**config.mk**
```make
export PLATFORM = sky130hd
export DESIGN_NAME = loc_scanner
export DESIGN_NICKNAME = d
export VERILOG_FILES = /design/src/rtl/ant_sim_pkg.sv /design/src/rtl/scan_axis_counter.sv /design/src/rtl/loc_scanner.sv
export SDC_FILE = /design/constraint.sdc
export NUM_CORES = 1
export LEC_CHECK = 0
export ABC_CLOCK_PERIOD_IN_PS = 2150
export BUFFER_PORTS_ARGS = -buffer_cell sky130_fd_sc_hd__buf_2
export CORE_MARGIN = 4
export CORE_UTILIZATION = 50
export DETAILED_ROUTE_END_ITERATION = 10
export GPL_TIMING_DRIVEN = 0
export PLACE_DENSITY = 0.77
export SYNTH_ARGS = -nofsm -noshare
export SYNTH_HDL_FRONTEND = slang
export SYNTH_SLANG_ARGS = --single-unit
```
**constraint.sdc**
```tcl
create_clock -name Clk -period 2.15 [get_ports Clk]
set_clock_uncertainty 0.15 [all_clocks]
set_input_delay 0.215 -clock Clk [delete_from_list [all_inputs] [get_ports Clk]]
set_output_delay 0.215 -clock Clk [all_outputs]
set_load 0.02 [all_outputs]
```
**src/rtl/ant_sim_pkg.sv**
```systemverilog
// Shared constants and types for the ant simulation environment.
// Holds the environment geometry and the location scanner's state/mode encodings.
package ant_sim_pkg;

    localparam int PIXELS_X = 640;
    localparam int PIXELS_Y = 480;
    localparam int X_BITS   = $clog2(PIXELS_X);
    localparam int Y_BITS   = $clog2(PIXELS_Y);

    typedef enum logic {
        IDLE,
        SCAN
    } scan_state_t;

    typedef enum logic {
        SCAN_SINGLE,
        SCAN_CONT
    } scan_mode_t;

    // Bounds check done in 32 bits so an out-of-range max never aliases into range.
    function automatic logic bounds_legal(input int unsigned lo, input int unsigned hi,
                                          input int unsigned limit);
        return (lo <= hi) && (hi < limit);
    endfunction

endpackage

```
**src/rtl/scan_axis_counter.sv**
```systemverilog
// One coordinate axis of the location scanner: loadable up-counter with a
// compare-to-max flag, so wrapping is decided by the owner rather than by overflow.
module scan_axis_counter #(
    parameter int WIDTH = 10
) (
    input  logic             Clk,
    input  logic             Reset,
    input  logic             load,
    input  logic [WIDTH-1:0] load_val,
    input  logic             inc,
    input  logic [WIDTH-1:0] max_val,
    output logic [WIDTH-1:0] value,
    output logic             at_max
);

    logic [WIDTH-1:0] value_q;

    // Load has priority so a wrap back to the window minimum beats the increment.
    always_ff @(posedge Clk) begin
        if (Reset) begin
            value_q <= '0;
        end else if (load) begin
            value_q <= load_val;
        end else if (inc) begin
            value_q <= value_q + 1'b1;
        end
    end

    assign value  = value_q;
    assign at_max = (value_q == max_val);

endmodule

```
**src/rtl/loc_scanner.sv**
```systemverilog
// Raster-order location generator over a programmable window with a valid/ready
// output, single-frame or free-running continuous scanning, abort and config error.
module loc_scanner #(
    parameter int PIXELS_X = ant_sim_pkg::PIXELS_X,
    parameter int PIXELS_Y = ant_sim_pkg::PIXELS_Y,
    parameter int X_BITS   = $clog2(PIXELS_X),
    parameter int Y_BITS   = $clog2(PIXELS_Y)
) (
    input  logic              Clk,
    input  logic              Reset,
    input  logic              start,
    input  logic              abort,
    input  logic              mode,
    input  logic [X_BITS-1:0] x_min,
    input  logic [X_BITS-1:0] x_max,
    input  logic [Y_BITS-1:0] y_min,
    input  logic [Y_BITS-1:0] y_max,
    output logic [X_BITS-1:0] loc_x,
    output logic [Y_BITS-1:0] loc_y,
    output logic              loc_valid,
    input  logic              loc_ready,
    output logic              row_last,
    output logic              frame_last,
    output logic              frame_done,
    output logic              busy,
    output logic              cfg_err
);

    import ant_sim_pkg::*;

    scan_state_t       state_q;
    scan_mode_t        mode_q;
    logic [X_BITS-1:0] xMin_q, xMax_q;
    logic [Y_BITS-1:0] yMin_q, yMax_q;
    logic              frameDone_q;
    logic              cfgErr_q;

    logic scanning, accept, windowLegal, startLoad, singleEnd;
    logic xAtMax, yAtMax, rowLast, frameLast;
    logic xLoad, xInc, yLoad, yInc;
    logic [X_BITS-1:0] xLoadVal;
    logic [Y_BITS-1:0] yLoadVal;

    assign scanning    = (state_q == SCAN);
    assign accept      = scanning & loc_ready & ~abort;
    assign windowLegal = bounds_legal(32'(x_min), 32'(x_max), PIXELS_X) &
                         bounds_legal(32'(y_min), 32'(y_max), PIXELS_Y);
    assign startLoad   = ~scanning & start & ~abort & windowLegal;
    assign rowLast     = scanning & xAtMax;
    assign frameLast   = rowLast & yAtMax;
    assign singleEnd   = frameLast & (mode_q == SCAN_SINGLE);

    // A finished single frame leaves both counters holding the last location.
    assign xLoad    = startLoad | (accept & rowLast & ~singleEnd);
    assign xLoadVal = startLoad ? x_min : xMin_q;
    assign xInc     = accept & ~rowLast;
    assign yLoad    = startLoad | (accept & frameLast & (mode_q == SCAN_CONT));
    assign yLoadVal = startLoad ? y_min : yMin_q;
    assign yInc     = accept & rowLast & ~frameLast;

    scan_axis_counter #(.WIDTH(X_BITS)) xAxis (
        .Clk      (Clk),
        .Reset    (Reset),
        .load     (xLoad),
        .load_val (xLoadVal),
        .inc      (xInc),
        .max_val  (xMax_q),
        .value    (loc_x),
        .at_max   (xAtMax)
    );

    scan_axis_counter #(.WIDTH(Y_BITS)) yAxis (
        .Clk      (Clk),
        .Reset    (Reset),
        .load     (yLoad),
        .load_val (yLoadVal),
        .inc      (yInc),
        .max_val  (yMax_q),
        .value    (loc_y),
        .at_max   (yAtMax)
    );

    // Abort always wins: it blocks a start in IDLE and suppresses frame_done in SCAN.
    always_ff @(posedge Clk) begin
        if (Reset) begin
            state_q     <= IDLE;
            mode_q      <= SCAN_SINGLE;
            xMin_q      <= '0;
            xMax_q      <= '0;
            yMin_q      <= '0;
            yMax_q      <= '0;
            frameDone_q <= 1'b0;
            cfgErr_q    <= 1'b0;
        end else begin
            frameDone_q <= 1'b0;
            case (state_q)
                IDLE: begin
                    if (start && !abort) begin
                        if (windowLegal) begin
                            xMin_q   <= x_min;
                            xMax_q   <= x_max;
                            yMin_q   <= y_min;
                            yMax_q   <= y_max;
                            mode_q   <= scan_mode_t'(mode);
                            cfgErr_q <= 1'b0;
                            state_q  <= SCAN;
                        end else begin
                            cfgErr_q <= 1'b1;
                        end
                    end
                end
                SCAN: begin
                    if (abort) begin
                        state_q <= IDLE;
                    end else if (accept && frameLast) begin
                        frameDone_q <= 1'b1;
                        if (mode_q == SCAN_SINGLE) begin
                            state_q <= IDLE;
                        end
                    end
                end
                default: state_q <= IDLE;
            endcase
        end
    end

    assign loc_valid  = scanning;
    assign busy       = scanning;
    assign row_last   = rowLast;
    assign frame_last = frameLast;
    assign frame_done = frameDone_q;
    assign cfg_err    = cfgErr_q;

endmodule

```
==> impl_metrics.xml <==
<?xml version="1.0" encoding="UTF-8"?>
<metrics>
  <group name="outcome">
    <metric name="outcome" unit="">finished with violations</metric>
    <metric name="violations_in_the_final_reports" unit="">negative setup slack</metric>
  </group>
  <group name="clock_tree">
    <metric name="clk_root_buffer_cell" unit="">clkbuf_8</metric>
    <metric name="ctsHtreeMaxLevel" unit="">3</metric>
    <metric name="num_cts_buffers" unit="">9</metric>
    <metric name="clk_path_buf_depth" unit="">2</metric>
    <metric name="tritoncts_num_sinks" unit="">61</metric>
    <metric name="path_clk_slew" unit="ns">0.07</metric>
    <metric name="cts_tree" unit="">done</metric>
    <metric name="clock_latency_late_sink" unit="ns">0.35</metric>
  </group>
  <group name="floorplan">
    <metric name="die_h" unit="µm">90.0</metric>
    <metric name="io_pins" unit="">69</metric>
    <metric name="die_footprint" unit="mm²">0.00810</metric>
    <metric name="rows" unit="">29</metric>
    <metric name="die_wd" unit="µm">90.0</metric>
    <metric name="placeableCoreArea" unit="mm²">0.00642</metric>
    <metric name="initial_core_util" unit="%">52.3</metric>
  </group>
  <group name="worst_setup_path">
    <metric name="critical_path_required" unit="ns">2.28</metric>
    <metric name="crit_arrival" unit="ns">2.37</metric>
    <metric name="startpoint_kind_of_the_worst_setup_timing_path" unit="">flop</metric>
    <metric name="crit_type" unit="">flop to flop</metric>
    <metric name="timing.critical_path.fanout_max" unit="">5</metric>
    <metric name="worst_setup_path_end_kind" unit="">flop</metric>
  </group>
  <group name="grt">
    <metric name="globalRoute.totalOverflow" unit="">0</metric>
    <metric name="grt_max_degree" unit="">11</metric>
    <metric name="grt_pass1_wl" unit="µm">16100</metric>
    <metric name="global_router_s_overall_resource_usage" unit="%">24.8</metric>
    <metric name="grt_antenna_before_repair" unit="">0</metric>
    <metric name="first_global_vias" unit="">3190</metric>
  </group>
  <group name="power">
    <metric name="report.power.total" unit="µW">2810</metric>
    <metric name="p_leak" unit="µW">0.00211</metric>
    <metric name="power.ir.vdd_worst" unit="µV">388</metric>
    <metric name="power-per-cell-area" unit="mW/mm²">607</metric>
  </group>
  <group name="placement">
    <metric name="place_inst" unit="">532</metric>
    <metric name="numPortBuffers" unit="">67</metric>
    <metric name="detailed_place_hpwl" unit="µm">7050</metric>
    <metric name="gp_congestion" unit="">0.862</metric>
  </group>
  <group name="timing">
    <metric name="fin_ws" unit="ns">-0.0918</metric>
    <metric name="final.period_utilization" unit="%">104</metric>
    <metric name="timing_max_transition_violations_final" unit="">0</metric>
    <metric name="max_slew.worst_pin.slew" unit="ns">0.685</metric>
    <metric name="rsz0062_at_grt" unit="">yes</metric>
    <metric name="final_setup_violation_count" unit="">23</metric>
    <metric name="timing.slew.headroom" unit="%">54.3</metric>
    <metric name="finalHoldViolCount" unit="">0</metric>
    <metric name="final_period_minus_worst_setup_slack" unit="ns">2.24</metric>
    <metric name="maximum_achievable_frequency" unit="GHz">0.446</metric>
  </group>
  <group name="layout">
    <metric name="layout.cells.non_filler" unit="">579</metric>
    <metric name="area_delta_synth_final" unit="%">37.7</metric>
    <metric name="post_route_cells_drive_above_1_share" unit="%">33.1</metric>
    <metric name="design.final.nets" unit="">562</metric>
    <metric name="num_antenna_cells" unit="">0</metric>
  </group>
  <group name="logic_synthesis">
    <metric name="most_area_consuming_cells_after_synthesis" unit="">dfxtp_1 (36%), ha_1 (7.8%), mux2i_1 (6.9%), nand2_1 (6.0%), a21oi_1 (4.8%)</metric>
    <metric name="synth.most_common_cell" unit="">dfxtp_1</metric>
    <metric name="number_of_synthesized_flops_with_an_enable_pin" unit="">0</metric>
    <metric name="syn_nets" unit="">453</metric>
    <metric name="synth_top_area_cell" unit="">dfxtp_1</metric>
    <metric name="ys_warn_count" unit="">0</metric>
    <metric name="dominantRegCellSynth" unit="">dfxtp_1</metric>
    <metric name="synth.lib_cells_used.distinct" unit="">51</metric>
    <metric name="synth_async_sr_flop_share" unit="%">0</metric>
    <metric name="netlist_area" unit="mm²">0.00336</metric>
    <metric name="syn-instance-count" unit="">388</metric>
    <metric name="postSynthAreaPerCell" unit="µm²">8.66</metric>
    <metric name="synth.yosys.seq_area_share" unit="%">36.3</metric>
    <metric name="number_of_synthesized_register_bits" unit="">61</metric>
    <metric name="synthTopCellsByCount" unit="">dfxtp_1 (61), nand2_1 (54), nor2_1 (33)</metric>
    <metric name="netlist.area_leader.share" unit="%">36.3</metric>
  </group>
  <group name="routing">
    <metric name="route.detailed.wl_per_inst" unit="µm">18.6</metric>
    <metric name="drt-vias-per-instance" unit="">5.93</metric>
    <metric name="post_route_wl" unit="µm">10800</metric>
    <metric name="routed-via-count" unit="">3431</metric>
    <metric name="drtAntennaViolNets" unit="">0</metric>
    <metric name="detail_route.iter0.violations" unit="">276</metric>
    <metric name="drt_pass1_iterations" unit="">7</metric>
    <metric name="drc_violations_left" unit="">0</metric>
  </group>
  <group name="worst_hold_path">
    <metric name="min_path_type" unit="">input pin to flop</metric>
  </group>
  <group name="run">
    <metric name="max_cap_violations" unit="">0</metric>
  </group>
</metrics>
## sequential cells by signal, indices dropped and copies added, names as in the netlist
name and count:
busy 1, cfg_err 1, frame_done 1, mode_q 1, xAxis.value 10, xMax_q 10, xMin_q 10, yAxis.value 9
yMax_q 9, yMin_q 9
## kinds of logic after synthesis
family / share of synthesized area [%]
buffers and inverters: 5.47
DFF: 36.3
xor gates and xnor gates: 7.56
AOI/OAI and AO/OA: 14.7
and+or+nand+nor: 21.3
muxes: 6.85
adders and majority gates: 7.82
## power breakdown
part	switching, µW	leakage [µW]	total, µW	internal [µW]
Clock	468	0.000101	1010	540
Sequential	42.0	0.000502	1210	1170
Combinational	321	0.00151	593	272
## cells in the final DEF, fill, tap and decap left out, drive strengths merged, types with 3 or more instances in the layout
master	Yosys	routed
dlygate4sd3	0	18
and3	7	7
o21a	3	3
nand2	54	54
ha	21	21
nand3	8	8
a22o	3	3
mux2i	23	23
dfxtp	61	61
inv	30	30
nor4	3	3
and4	3	3
xnor2	16	16
nor3	7	7
buf	6	85
nor2	34	34
o21ai	7	7
o31ai	3	3
o211ai	4	4
xor2	13	13
clkbuf	8	22
a21oi	33	33
nand4	13	13
a211oi	4	4
## worst max-delay path: stages (launching register included)
cell,delay [ns]
dfxtp_2,0.35
xor2_1,0.19
nor4_4,0.29
buf_4,0.19
and3_4,0.21
nand4_1,0.24
a211o_1,0.41
a21oi_2,0.13
## what timing repair did
action | 4_1_cts | 5_1_grt
cloned | 1 | 0
pin swaps | 6 | 9
hold endpoints to repair | 18 | 0
setup endpoints to repair | 57 | 47
resized for setup | 20 | 35
setup buffers | 7 | 5
hold buffers | 18 | 0
## final cells by class
cell class / instances / area [µm²]
clock buffer: 13 / 179
multi-input combinational: 283 / 2190
sequential: 61 / 1250
tap: 77 / 96.3
fill: 412 / 1800
buffer: 14 / 95.1
timing repair buffer: 98 / 689
inverter: 30 / 113
clock inverter: 3 / 17.5
## final timing paths
path,start,slack [ns],to,depth (start not counted)
setup reg to reg,xAxis.value[9],-0.09,yAxis.value[8],7
hold reg to reg,yMin_q[8],0.31,yMin_q[8],2
setup / recovery,xAxis.value[9],-0.09,yAxis.value[8],7
hold / removal,x_min[0],0.03,xMin_q[0],3
## stage by stage
step	hold slack [ns]	area [µm²]	TNS (ns)	setup WS [ns]	utilization, %
6_report	0.0277	4630	-1.06	-0.0918	72.0
5_1_grt	0.00695	4630	-2.96	-0.155	72.0
4_1_cts	0.00469	4440	-0.0303	-0.0303	69.1
3_5_place_dp	0.299	3880	-19.74	-0.474	60.5
3_3_place_gp	0.294	3880	-17.59	-0.474	60.5
2_1_floorplan	0.201	3450	-0.00765	-0.00765	-
## per-layer routing
layer,vias up,part of all wire [%],GRT usage [%]
li1,1574,-,-
met1,1644,42,32.1
met2,178,49,41.3
met3,35,6.7,4.26
met4,0,2.6,9.82
met5,-,0,0
Power figures use the tool's default switching activity.
